File: config.mk
export PLATFORM = sky130hd
export DESIGN_NAME = fetch_unit
export DESIGN_NICKNAME = d
export VERILOG_FILES = /design/src/rtl/fetch_unit.sv
export SDC_FILE = /design/constraint.sdc
export NUM_CORES = 1
export LEC_CHECK = 0
export ABC_AREA = 1
export CAP_MARGIN = 20
export CORE_UTILIZATION = 45
export DETAILED_ROUTE_END_ITERATION = 8
export GPL_TIMING_DRIVEN = 0
export PLACE_DENSITY = 0.81
export SLEW_MARGIN = 20
export SYNTH_ARGS = -nofsm -noshare
export SYNTH_HDL_FRONTEND = slang
export SYNTH_SLANG_ARGS = --single-unit
File: constraint.sdc
create_clock -name clk -period 3 [get_ports clk]
set_clock_uncertainty 0.15 [all_clocks]
set_input_delay 0.6 -clock clk [delete_from_list [all_inputs] [get_ports clk]]
set_output_delay 0.6 -clock clk [all_outputs]
set_load 0.02 [all_outputs]
File: src/rtl/fetch_unit.sv
// Single-outstanding instruction fetch unit: fetches into a one-entry
// instruction register and redirects the fetch address on resolved branches.
module fetch_unit #(
  parameter int              PC_W     = 8,
  parameter int              IW       = 16,
  parameter logic [PC_W-1:0] RESET_PC = '0,
  parameter int              TIMEOUT  = 15
) (
  input  logic            clk,
  input  logic            reset,
  output logic            mem_req,
  output logic [PC_W-1:0] mem_addr,
  input  logic            mem_ack,
  input  logic [IW-1:0]   mem_rdata,
  output logic [IW-1:0]   ir,
  output logic            ir_valid,
  input  logic            ir_ready,
  output logic [PC_W-1:0] pc,
  output logic [PC_W-1:0] link,
  input  logic            br_valid,
  input  logic [2:0]      br_cond,
  input  logic [2:0]      br_status,
  input  logic            br_tsel,
  input  logic [PC_W-1:0] br_offset,
  input  logic [PC_W-1:0] br_reg,
  output logic            br_taken,
  output logic            err
);

  // Handshakes: a read transfers on any rising edge where mem_req && mem_ack;
  // the instruction is consumed on any rising edge where ir_valid && ir_ready.
  // Neither side may withdraw once raised; mem_req stays up with a stable
  // mem_addr until acked, ir/pc stay stable while ir_valid && !ir_ready.

  typedef enum logic [1:0] {FETCH, WAIT, FULL, ERR} state_t;

  localparam int CW = (TIMEOUT < 1) ? 1 : $clog2(TIMEOUT + 1);

  state_t          state, state_nxt;
  logic [PC_W-1:0] fpc;
  logic [CW-1:0]   wait_cnt;
  logic            capture, consume, cnt_inc, cond_true;
  logic [PC_W-1:0] br_target;
  logic            flag_n, flag_v, flag_z;

  assign flag_n = br_status[2];
  assign flag_v = br_status[1];
  assign flag_z = br_status[0];

  always_comb begin
    cond_true = 1'b0;
    case (br_cond)
      3'b000, 3'b111: cond_true = 1'b1;
      3'b001:         cond_true = flag_z;
      3'b010:         cond_true = !flag_z;
      3'b011:         cond_true = flag_n ^ flag_v;
      3'b100:         cond_true = (flag_n ^ flag_v) | flag_z;
      default:        cond_true = 1'b0;
    endcase
  end

  // Offset is the full PC_W width, so modular addition already sign-extends.
  assign br_target = br_tsel ? br_reg : (link + br_offset);

  always_comb begin
    state_nxt = state;
    capture   = 1'b0;
    consume   = 1'b0;
    cnt_inc   = 1'b0;
    mem_req   = 1'b0;
    br_taken  = 1'b0;
    case (state)
      FETCH: begin
        mem_req = 1'b1;
        if (mem_ack) begin
          capture   = 1'b1;
          state_nxt = FULL;
        end else begin
          state_nxt = WAIT;
        end
      end
      WAIT: begin
        mem_req = 1'b1;
        if (mem_ack) begin
          capture   = 1'b1;
          state_nxt = FULL;
        end else begin
          cnt_inc = 1'b1;
          if (wait_cnt == CW'(TIMEOUT - 1)) state_nxt = ERR;
        end
      end
      FULL: begin
        if (ir_ready) begin
          consume   = 1'b1;
          br_taken  = br_valid & cond_true;
          state_nxt = FETCH;
        end
      end
      ERR: begin
        state_nxt = ERR;
      end
      default: state_nxt = FETCH;
    endcase
  end

  always_ff @(posedge clk or negedge reset) begin
    if (!reset) begin
      state    <= FETCH;
      fpc      <= RESET_PC;
      pc       <= RESET_PC;
      ir       <= '0;
      ir_valid <= 1'b0;
      wait_cnt <= '0;
    end else begin
      state <= state_nxt;
      if (capture) begin
        ir       <= mem_rdata;
        pc       <= fpc;
        fpc      <= fpc + PC_W'(1);
        ir_valid <= 1'b1;
        wait_cnt <= '0;
      end else if (cnt_inc) begin
        wait_cnt <= wait_cnt + CW'(1);
      end
      if (consume) begin
        ir_valid <= 1'b0;
        if (br_taken) fpc <= br_target;
      end
    end
  end

  assign mem_addr = fpc;
  assign link     = pc + PC_W'(1);
  assign err      = (state == ERR);

endmodule

==> metrics.txt, run 1 <==
post-synthesis net count 363; Setup violations, final 0; Area contributors post-synth dfrtp_1 42%, nand2_1 18%, ha_1 6.4%; xor/xnor share of the synthesized area 4.47%; IO Port Bufs 87; Tmin final 2.80 ns; met2 wire length 2.94 mm; Critical-path top delay cell clkdlybuf4s50_1; met3 WL 488 um; initial antenna violation count 0; Sw Ratio 45.0%; width of the die 74.3 um; Combinational Power Share 59.5%; Worst Setup SP pc[0]; CP top delay family buffers and inverters; flops & latches, synth 39; Worst R2R Start pc[1]; CP peak stage delay 0.60 ns; final hold vios 0; PwrDens 1040 nW/um^2; Tcrit/Tclk final 93.3%; uppermost layer routed met4; die area 5510 um^2; fill count 397; layout cells sized above 1 10.1%; htree depth 2; Routed WL 6.09 mm; RSZ-0062 raised after global routing no; post-synthesis simple-gate area fraction 31.6%; met1 WL 2.56 mm; kind of critical path register to output pin; Worst Hold Class input port to async pin; # diodes 0; crit-path cells inv_1 > nor3_1 > xor2_1 > buf_4 > clkdlybuf4s50_1; Rows 25; CTS buffer count 5; 1st-pass router iterations 4; outcome completed; Worst slew margin 75.0%; library cells used by synthesis 32; Max FO, Critical Path 4; Int Pwr 1.97 mW; vias per cell 4.90; Detailed Place HPWL 4.66 mm; Slew Limit Fails 0; Final Wtd Congestion 0.866; vias in the first global route 2184; Finished Cell Area 3450 um^2; Routed Antenna Nets 0; # IOs 88; Fmax 357 MHz; die height 74.3 um; Worst EP arrival 2.05 ns; ys async rst share 100%; Synth Area in Adders 7.24%; CTS tree done; vias 2306; area of the core 4880 um^2; wire per inst 12.9 um; Post-CTS Hold Fix Bufs 0; top-count cell post-synth nand2_1; mapped cell area 2350 um^2; register area share after synthesis 41.5%; sequential power share 28.2%; net switching power 1.62 mW; Yosys top cell area share 41.5%; Syn Inst Count 306; worst skew pair latency 0.30 ns; clock network fraction of design power 12.3%; YS warnings 0; Post-synth EDFFs 0; setup TNS 0 ns; final net count 460; non-filler cells, final 471; Tot GR Track Use 23.2%; hold slack 0.0394 ns; max_cap viols 0; Synth area leader dfrtp_1; largest family of logic cells by synthesized area simple AND/OR/NAND/NOR gates; drt drc 0; CTS max path bufs 2; Avg Cell Area, Syn 7.68 um^2; Layout Area Growth over Synthesis 46.9%; top cells by count, synth 112 x nand2_1, 39 x dfrtp_1, 27 x inv_1; total gr overflow 0; 1st-iter DRT viols 61; crit end category output pin; Worst-path clk slew 0.08 ns; Post-synth top flop dfrtp_1; largest net degree at the start of global routing 28; VDD IR-drop max 592 uV; TritonCTS Sinks 39; post-synthesis mux area share 0%; first-pass GRT wire length 9.62 mm; Root Driver clkbuf_8; worst-margin pin slew 0.374 ns; dpl cells 461; Worst Path Buf+Inv 3; Synth Area in Compound Gates 8.41%; CP startpoint kind register; CP Data Required Time 2.25 ns; Initial Utilization 48.2%; LEAKAGE 1.73 nW; placed cell area 3320 um^2
stage by stage:
step | worst slack [ns] | utilization, % | total power [mW]
2_1_floorplan | 0.442 | - | 2.22
3_3_place_gp | 0.0636 | 67.7 | 3.07
3_5_place_dp | 0.0252 | 68.0 | 3.13
4_1_cts | 0.0272 | 70.3 | 3.59
5_1_grt | 0.109 | 70.7 | 3.85
6_report | 0.201 | 70.7 | 3.59
registers in the layout, indices dropped and copies added, names as in the netlist, named ones only:
register / cells
ir: 16
mem_addr: 8
state: 1
wait_cnt: 4
pc: 8
ir_valid: 1
cells by family (layout without fill, tap and decap cells):
family	count (synthesis)	after routing
flip-flops	39	39
AND/OR/NAND/NOR	168	168
AO/OA/AOI/OAI	35	35
XOR/XNOR	12	12
buffers and inverters	39	137
adder cells (fa/ha/maj)	13	13
final timing paths:
check | slack [ns] | cells after the start | to
max | 0.20 | 5 | link[5]
min | 0.04 | 1 | wait_cnt[2]
max reg2reg | 0.55 | 13 | mem_addr[7]
min reg2reg | 0.34 | 1 | wait_cnt[3]
max in group asynchronous | 2.21 | 2 | ir[1]
min in group clk | 0.34 | 1 | wait_cnt[3]
power groups by stage:
stage                     logic [mW]  registers, mW  clock network (mW)
after floorplan                0.984           1.23                   0
after global placement          2.06           1.01                   0
after detailed placement        2.12           1.01                   0
after CTS                       2.13           1.01               0.445
after global routing            2.33           1.05               0.470
final                           2.14           1.01               0.440
area by class of cell:
cell class                 count  area (um^2)  area share [%]
multi-input combinational    228         1210            35.2
tap                           67         83.8            2.43
buffer                         7         36.3            1.05
sequential                    39          976            28.3
clock buffer                   5         68.8            1.99
timing repair buffer          90          906            26.2
inverter                      32          123            3.55
clock inverter                 3         43.8            1.27
routing by layer:
layer / vias to the layer above / track usage (%)
met3: 9 / 5.96
met2: 87 / 41.1
met4: 0 / 9.22
met5: - / 0
li1: 1161 / -
met1: 1049 / 27.0
layout by cell type, fill, tap and decap left out, types with 3 or more instances in the layout:
| master | count |
|---|---|
| a21oi_1 | 8 |
| clkbuf_8 | 5 |
| nor2_1 | 20 |
| dfrtp_1 | 39 |
| clkdlybuf4s50_1 | 84 |
| nand3_2 | 5 |
| o21ai_0 | 11 |
| nand3_1 | 14 |
| xor2_1 | 11 |
| inv_2 | 4 |
| nand2_2 | 7 |
| buf_4 | 3 |
| a31oi_1 | 3 |
| inv_1 | 27 |
| o21ai_1 | 6 |
| ha_1 | 12 |
| buf_2 | 6 |
| nand2_1 | 112 |
repair_timing:
item | CTS | global route
setup buffers | 0 | 2
endpoints found under the setup margin | 0 | 3
resized for setup | 0 | 2
(Power assumes the default switching activity.)
==> run 2: changes to the inputs <==
--- a/config.mk
+++ b/config.mk
@@ -11,7 +11,7 @@
 export DETAILED_ROUTE_END_ITERATION = 8
 export GPL_TIMING_DRIVEN = 0
 export PLACE_DENSITY = 0.81
-export SLEW_MARGIN = 20
+export SLEW_MARGIN = 10
 export SYNTH_ARGS = -nofsm -noshare
 export SYNTH_HDL_FRONTEND = slang
 export SYNTH_SLANG_ARGS = --single-unit
==> metrics.txt, run 2 (synthesis results as in run 1) <==
Setup violations, final 0 (unchanged); width of the die 74.3 um (unchanged); Tmin final 2.88 ns (was 2.80 ns); 1st-pass router iterations 4 (unchanged); RSZ-0062 raised after global routing no (unchanged); vias in the first global route 2175 (was 2184); CP peak stage delay 0.68 ns (was 0.60 ns); die area 5510 um^2 (unchanged); CTS tree done (unchanged); Worst R2R Start pc[1] (unchanged); Worst EP arrival 2.13 ns (was 2.05 ns); Routed WL 6.07 mm (was 6.09 mm); multi-input logic area 1210 um^2 (unchanged); worst setup slack after layout 0.124 ns (was 0.201 ns); commonest non-fill, non-tap cells in the layout 112 x nand2_1, 84 x clkdlybuf4s50_1, 39 x dfrtp_1 (unchanged); commonest non-fill, non-tap cell in the layout nand2_1 (unchanged); met1 WL 2.54 mm (was 2.56 mm); setup TNS 0 ns (unchanged); IO Port Bufs 87 (unchanged); Worst Hold Class register to register (was input port to async pin); Root Driver clkbuf_8 (unchanged); hold slack 0.335 ns (was 0.0394 ns); Worst Path Buf+Inv 2 (was 3); Hold Startpoint wait_cnt[3]; Worst-path clk slew 0.08 ns (about the same); met2 wire length 2.90 mm (was 2.94 mm); Routed Antenna Nets 0 (unchanged); CTS max path bufs 2 (unchanged); total gr overflow 0 (unchanged); net switching power 1.61 mW (was 1.62 mW); clock network fraction of design power 14.3% (was 12.3%); FF+latch area 976 um^2 (unchanged); CTS buffer count 5 (unchanged); Max FO, Critical Path 4 (unchanged); total power 3.65 mW (was 3.59 mW); RR Endpoint mem_addr[7] (unchanged); htree depth 2 (unchanged); 1st-iter DRT viols 81 (was 61); TritonCTS Sinks 39 (unchanged); R2R depth 13 (unchanged); worst skew pair latency 0.29 ns (was 0.30 ns); Detailed Place HPWL 4.64 mm (was 4.66 mm); vias 2334 (was 2306); fill count 400 (was 397); Worst Hold End wait_cnt[3]; max FFs per register 16 (unchanged); Initial Utilization 48.2% (unchanged); Worst slew margin 73.8% (was 75.0%); sequential power share 27.7% (was 28.2%); crit end category output pin (unchanged); Fmax 348 MHz (was 357 MHz); Hold Crit Depth 1; initial antenna violation count 0 (unchanged); vias per cell 4.97 (was 4.90); uppermost layer routed met4 (unchanged); worst-margin pin slew 0.393 ns (was 0.374 ns); drt drc 0 (unchanged); layout cells sized above 1 9.43% (was 10.1%); Sw Ratio 44.0% (was 45.0%); LEAKAGE 1.73 nW (about the same); final hold vios 0 (unchanged); Layout Area Growth over Synthesis 47.6% (was 46.9%); DP Worst Slack 0.0530 ns (was 0.0252 ns); wire per inst 12.9 um (about the same); Int Pwr 2.04 mW (was 1.97 mW); PwrDens 1050 nW/um^2 (was 1040 nW/um^2); Tcrit/Tclk final 95.9% (was 93.3%); # diodes 0 (unchanged); # IOs 88 (unchanged); met3 WL 544 um (was 488 um); crit-path cells inv_1 > nor3_1 > xor2_1 > clkdlybuf4s50_1 (was inv_1 > nor3_1 > xor2_1 > buf_4 > clkdlybuf4s50_1); Tot GR Track Use 22.7% (was 23.2%); Final Wtd Congestion 0.866 (unchanged); die height 74.3 um (unchanged); CP top delay family buffers and inverters (unchanged); post-CTS setup buffer count 0 (unchanged); final net count 459 (was 460); Critical-path top delay cell clkdlybuf4s50_1 (unchanged); kind of critical path register to output pin (unchanged); outcome completed (unchanged); Rows 25 (unchanged); Slew Limit Fails 0 (unchanged); max_cap viols 0 (unchanged); Combinational Power Share 58.0% (was 59.5%); Finished Core Util 71.1% (was 70.7%); Worst path depth 4 (was 5); CP Data Required Time 2.25 ns (about the same); first-pass GRT wire length 9.45 mm (was 9.62 mm); reg2reg setup slack 0.53 ns (was 0.55 ns); Largest Register ir (unchanged); CP startpoint kind register (unchanged); largest net degree at the start of global routing 36 (was 28); area of the core 4880 um^2 (unchanged); VDD IR-drop max 628 uV (was 592 uV)
[run 2: cell count changes in the layout (fill, tap and decap cells not counted)]
| cell | before | now |
|---|---|---|
| buf_4 | 3 | 1 |
| bufinv_16 | 1 | 2 |
| clkbuf_1 | 1 | 2 |
| clkinv_2 | 1 | 0 |
| clkinv_4 | 1 | 0 |
| dlygate4sd3_1 | 0 | 1 |
[run 2: worst reg2reg max path, cell delays in order, from the launching register on]
cell      delay [ns]
dfrtp_1         0.43
ha_1            0.22
nand3_1         0.11
nand3b_1        0.19
xor2_1          0.14
inv_1           0.09
ha_1            0.33
a21oi_1         0.17
nand2_1         0.08
nor2_2          0.17
inv_1           0.06
nand2_1         0.07
nand3_2         0.07
a21oi_2         0.11
[run 2: power by group through the flow]
| stage | Clock (mW) | Combinational [mW] | Sequential [mW] |
|---|---|---|---|
| after floorplan | 0 | 0.984 | 1.23 |
| after global placement | 0 | 2.06 | 1.01 |
| after detailed placement | 0 | 2.12 | 1.01 |
| after CTS | 0.522 | 2.13 | 1.01 |
| after global routing | 0.542 | 2.31 | 1.05 |
| final | 0.523 | 2.12 | 1.01 |
[run 2: how the worst max path moves through the flow]
stage,start,end,slack [ns]
after floorplan,pc[0],mem_addr[7],0.44
after global placement,br_status[2],br_taken,0.06
after detailed placement,br_cond[0],br_taken,0.05
after CTS,br_cond[1],br_taken,0.05
after global routing,pc[0],link[5],0.03
final,pc[0],link[5],0.12
[run 2: through the flow]
stage               instances  area [um^2]
floorplan                 306         2350
global placement          460         3300
detailed placement        461         3320
CTS                       470         3460
global route              470         3470
finish                    470         3470
[run 2: what timing repair did]
action / 4_1_cts / 5_1_grt
resized for setup: 0 / 2
hold buffers: 1 / 0
endpoints found under the hold margin: 4 / 0
setup endpoints to repair: 0 / 2
[run 2: final cells by class]
| type | instances | area share [%] |
|---|---|---|
| multi-input combinational | 228 | 35.0 |
| clock buffer | 6 | 2.09 |
| buffer | 7 | 1.05 |
| clock inverter | 2 | 1.73 |
| timing repair buffer | 89 | 26.0 |
| tap | 67 | 2.42 |
| inverter | 32 | 3.54 |
| sequential | 39 | 28.1 |
[run 2: metal layers]
layer	vias up	GRT usage, %
li1	1163	-
met1	1073	25.5
met2	90	40.7
met3	8	7.72
met4	0	7.13
met5	-	0
==> run 3: changes to the inputs <==
--- a/config.mk
+++ b/config.mk
@@ -7,11 +7,11 @@
 export LEC_CHECK = 0
 export ABC_AREA = 1
 export CAP_MARGIN = 20
-export CORE_UTILIZATION = 45
+export CORE_UTILIZATION = 63
 export DETAILED_ROUTE_END_ITERATION = 8
+export DONT_BUFFER_PORTS = 1
 export GPL_TIMING_DRIVEN = 0
-export PLACE_DENSITY = 0.81
-export SLEW_MARGIN = 10
+export PLACE_DENSITY = 0.79
 export SYNTH_ARGS = -nofsm -noshare
 export SYNTH_HDL_FRONTEND = slang
 export SYNTH_SLANG_ARGS = --single-unit
==> metrics.txt, run 3 (synthesis results as in run 1) <==
largest net degree at the start of global routing 40 (was 36); layout cells sized above 1 12.0% (was 9.43%); Setup violations, final 0 (unchanged); Slew Limit Fails 0 (unchanged); TritonCTS Sinks 39 (unchanged); max_cap viols 0 (unchanged); R2R depth 11 (was 13); Tmin final 2.80 ns (was 2.88 ns); DP Worst Slack 0.108 ns (was 0.0530 ns); CTS buffer count 5 (unchanged); Tcrit/Tclk final 93.4% (was 95.9%); Finished Core Util 73.5% (was 71.1%); vias 1982 (was 2334); width of the die 63.1 um (was 74.3 um); total gr overflow 0 (unchanged); Worst slew margin 65.3% (was 73.8%); vias in the first global route 2020 (was 2175); Worst-path clk slew 0.08 ns (about the same); 1st-iter DRT viols 120 (was 81); worst setup slack after layout 0.198 ns (was 0.124 ns); # diodes 0 (unchanged); CP startpoint kind register (unchanged); dpl cells 352 (was 461); VDD IR-drop max 518 uV (was 628 uV); placed cell area 2410 um^2 (was 3320 um^2); drt drc 0 (unchanged); Root Driver clkbuf_8 (unchanged); vias per cell 5.48 (was 4.97); IO Port Bufs 0 (was 87); die height 63.1 um (was 74.3 um); Hold Crit Depth 2 (was 1); worst-margin pin slew 0.519 ns (was 0.393 ns); 1st-pass router iterations 5 (was 4); Finished Cell Area 2530 um^2 (was 3470 um^2); kind of critical path register to register (was register to output pin); final hold vios 0 (unchanged); crit end category register (was output pin); Rows 21 (was 25); Max FO, Critical Path 5 (was 4); commonest non-fill, non-tap cells in the layout 112 x nand2_1, 39 x dfrtp_1, 27 x inv_1 (was 112 x nand2_1, 84 x clkdlybuf4s50_1, 39 x dfrtp_1); Tot GR Track Use 28.9% (was 22.7%); fill count 294 (was 400); initial antenna violation count 0 (unchanged); max FFs per register 16 (unchanged); # IOs 88 (unchanged); first-pass GRT wire length 8.89 mm (was 9.45 mm); Fmax 357 MHz (was 348 MHz); htree depth 2 (unchanged); non-filler cells, final 362 (was 470); CTS tree done (unchanged); Routed WL 5.08 mm (was 6.07 mm); PwrDens 1120 nW/um^2 (was 1050 nW/um^2); LEAKAGE 1.34 nW (was 1.73 nW); Worst EP arrival 2.87 ns (was 2.13 ns); Routed Antenna Nets 0 (unchanged); worst skew pair latency 0.29 ns (about the same); Initial Utilization 68.3% (was 48.2%); CTS max path bufs 2 (unchanged); wire per inst 14.0 um (was 12.9 um); setup TNS 0 ns (unchanged); die area 3980 um^2 (was 5510 um^2); Detailed Place HPWL 3.85 mm (was 4.64 mm); Final Wtd Congestion 0.827 (was 0.866); CP Data Required Time 3.07 ns (was 2.25 ns); Layout Area Growth over Synthesis 7.67% (was 47.6%); outcome completed (unchanged); final net count 372 (was 459); Worst Hold Class input port to register (was register to register); Largest Register ir (unchanged); area of the core 3440 um^2 (was 4880 um^2); commonest non-fill, non-tap cell in the layout nand2_1 (unchanged); RSZ-0062 raised after global routing no (unchanged)
[run 3: critical path: stages, from the launching register on]
cell and delay (ns):
dfrtp_1 0.54, inv_1 0.25, nor2_4 0.22, xor2_1 0.46, ha_1 0.39, a21oi_1 0.16
nand2_1 0.10, nand3_1 0.10, nand2_1 0.06, nand2_1 0.06, nand3_1 0.10, a21oi_2 0.15
[run 3: worst paths after layout]
| path | from | endpoint | slack (ns) |
|---|---|---|---|
| max in group asynchronous | reset | ir[12] | 1.89 |
| setup / recovery | pc[0] | mem_addr[6] | 0.20 |
| setup reg to reg | pc[0] | mem_addr[6] | 0.20 |
| hold / removal | mem_rdata[5] | ir[5] | 0.26 |
| min in group asynchronous | reset | pc[5] | 0.62 |
| hold reg to reg | wait_cnt[2] | wait_cnt[2] | 0.35 |
[run 3: timing repair]
action	CTS	global route
hold buffers	2	0
buffers inserted	0	0
resized for setup	0	1
endpoints found under the setup margin	0	1
hold endpoints to repair	39	0
[run 3: cell type report]
| type | count | area (um^2) | area share [%] |
|---|---|---|---|
| buffer | 7 | 36.3 | 1.43 |
| clock buffer | 6 | 72.6 | 2.87 |
| clock inverter | 2 | 12.5 | 0.495 |
| inverter | 32 | 123 | 4.85 |
| multi-input combinational | 228 | 1220 | 48.3 |
| sequential | 39 | 976 | 38.6 |
| tap | 46 | 57.6 | 2.27 |
| timing repair buffer | 2 | 30.0 | 1.19 |
[run 3: layer usage]
metal  wire length [um]  up-vias  track usage [%]
li1                   -      981                -
met1               2060      916             34.4
met2               2560       77             51.1
met3                393        8             7.79
met4                 64        0             7.56
met5                  0        -                0
[run 3: power breakdown]
group	internal, mW	leakage (nW)	total [mW]	switching [mW]
Clock	0.162	0.0412	0.346	0.183
Sequential	0.764	0.482	1.31	0.546
Combinational	0.422	0.815	1.18	0.762
[run 3: metrics by stage]
| stage | hold WS [ns] | total power, mW |
|---|---|---|
| 2_1_floorplan | 0.154 | 2.22 |
| 3_3_place_gp | 0.156 | 2.43 |
| 3_5_place_dp | 0.156 | 2.47 |
| 4_1_cts | 0.258 | 2.84 |
| 5_1_grt | 0.259 | 3.09 |
| 6_report | 0.259 | 2.84 |
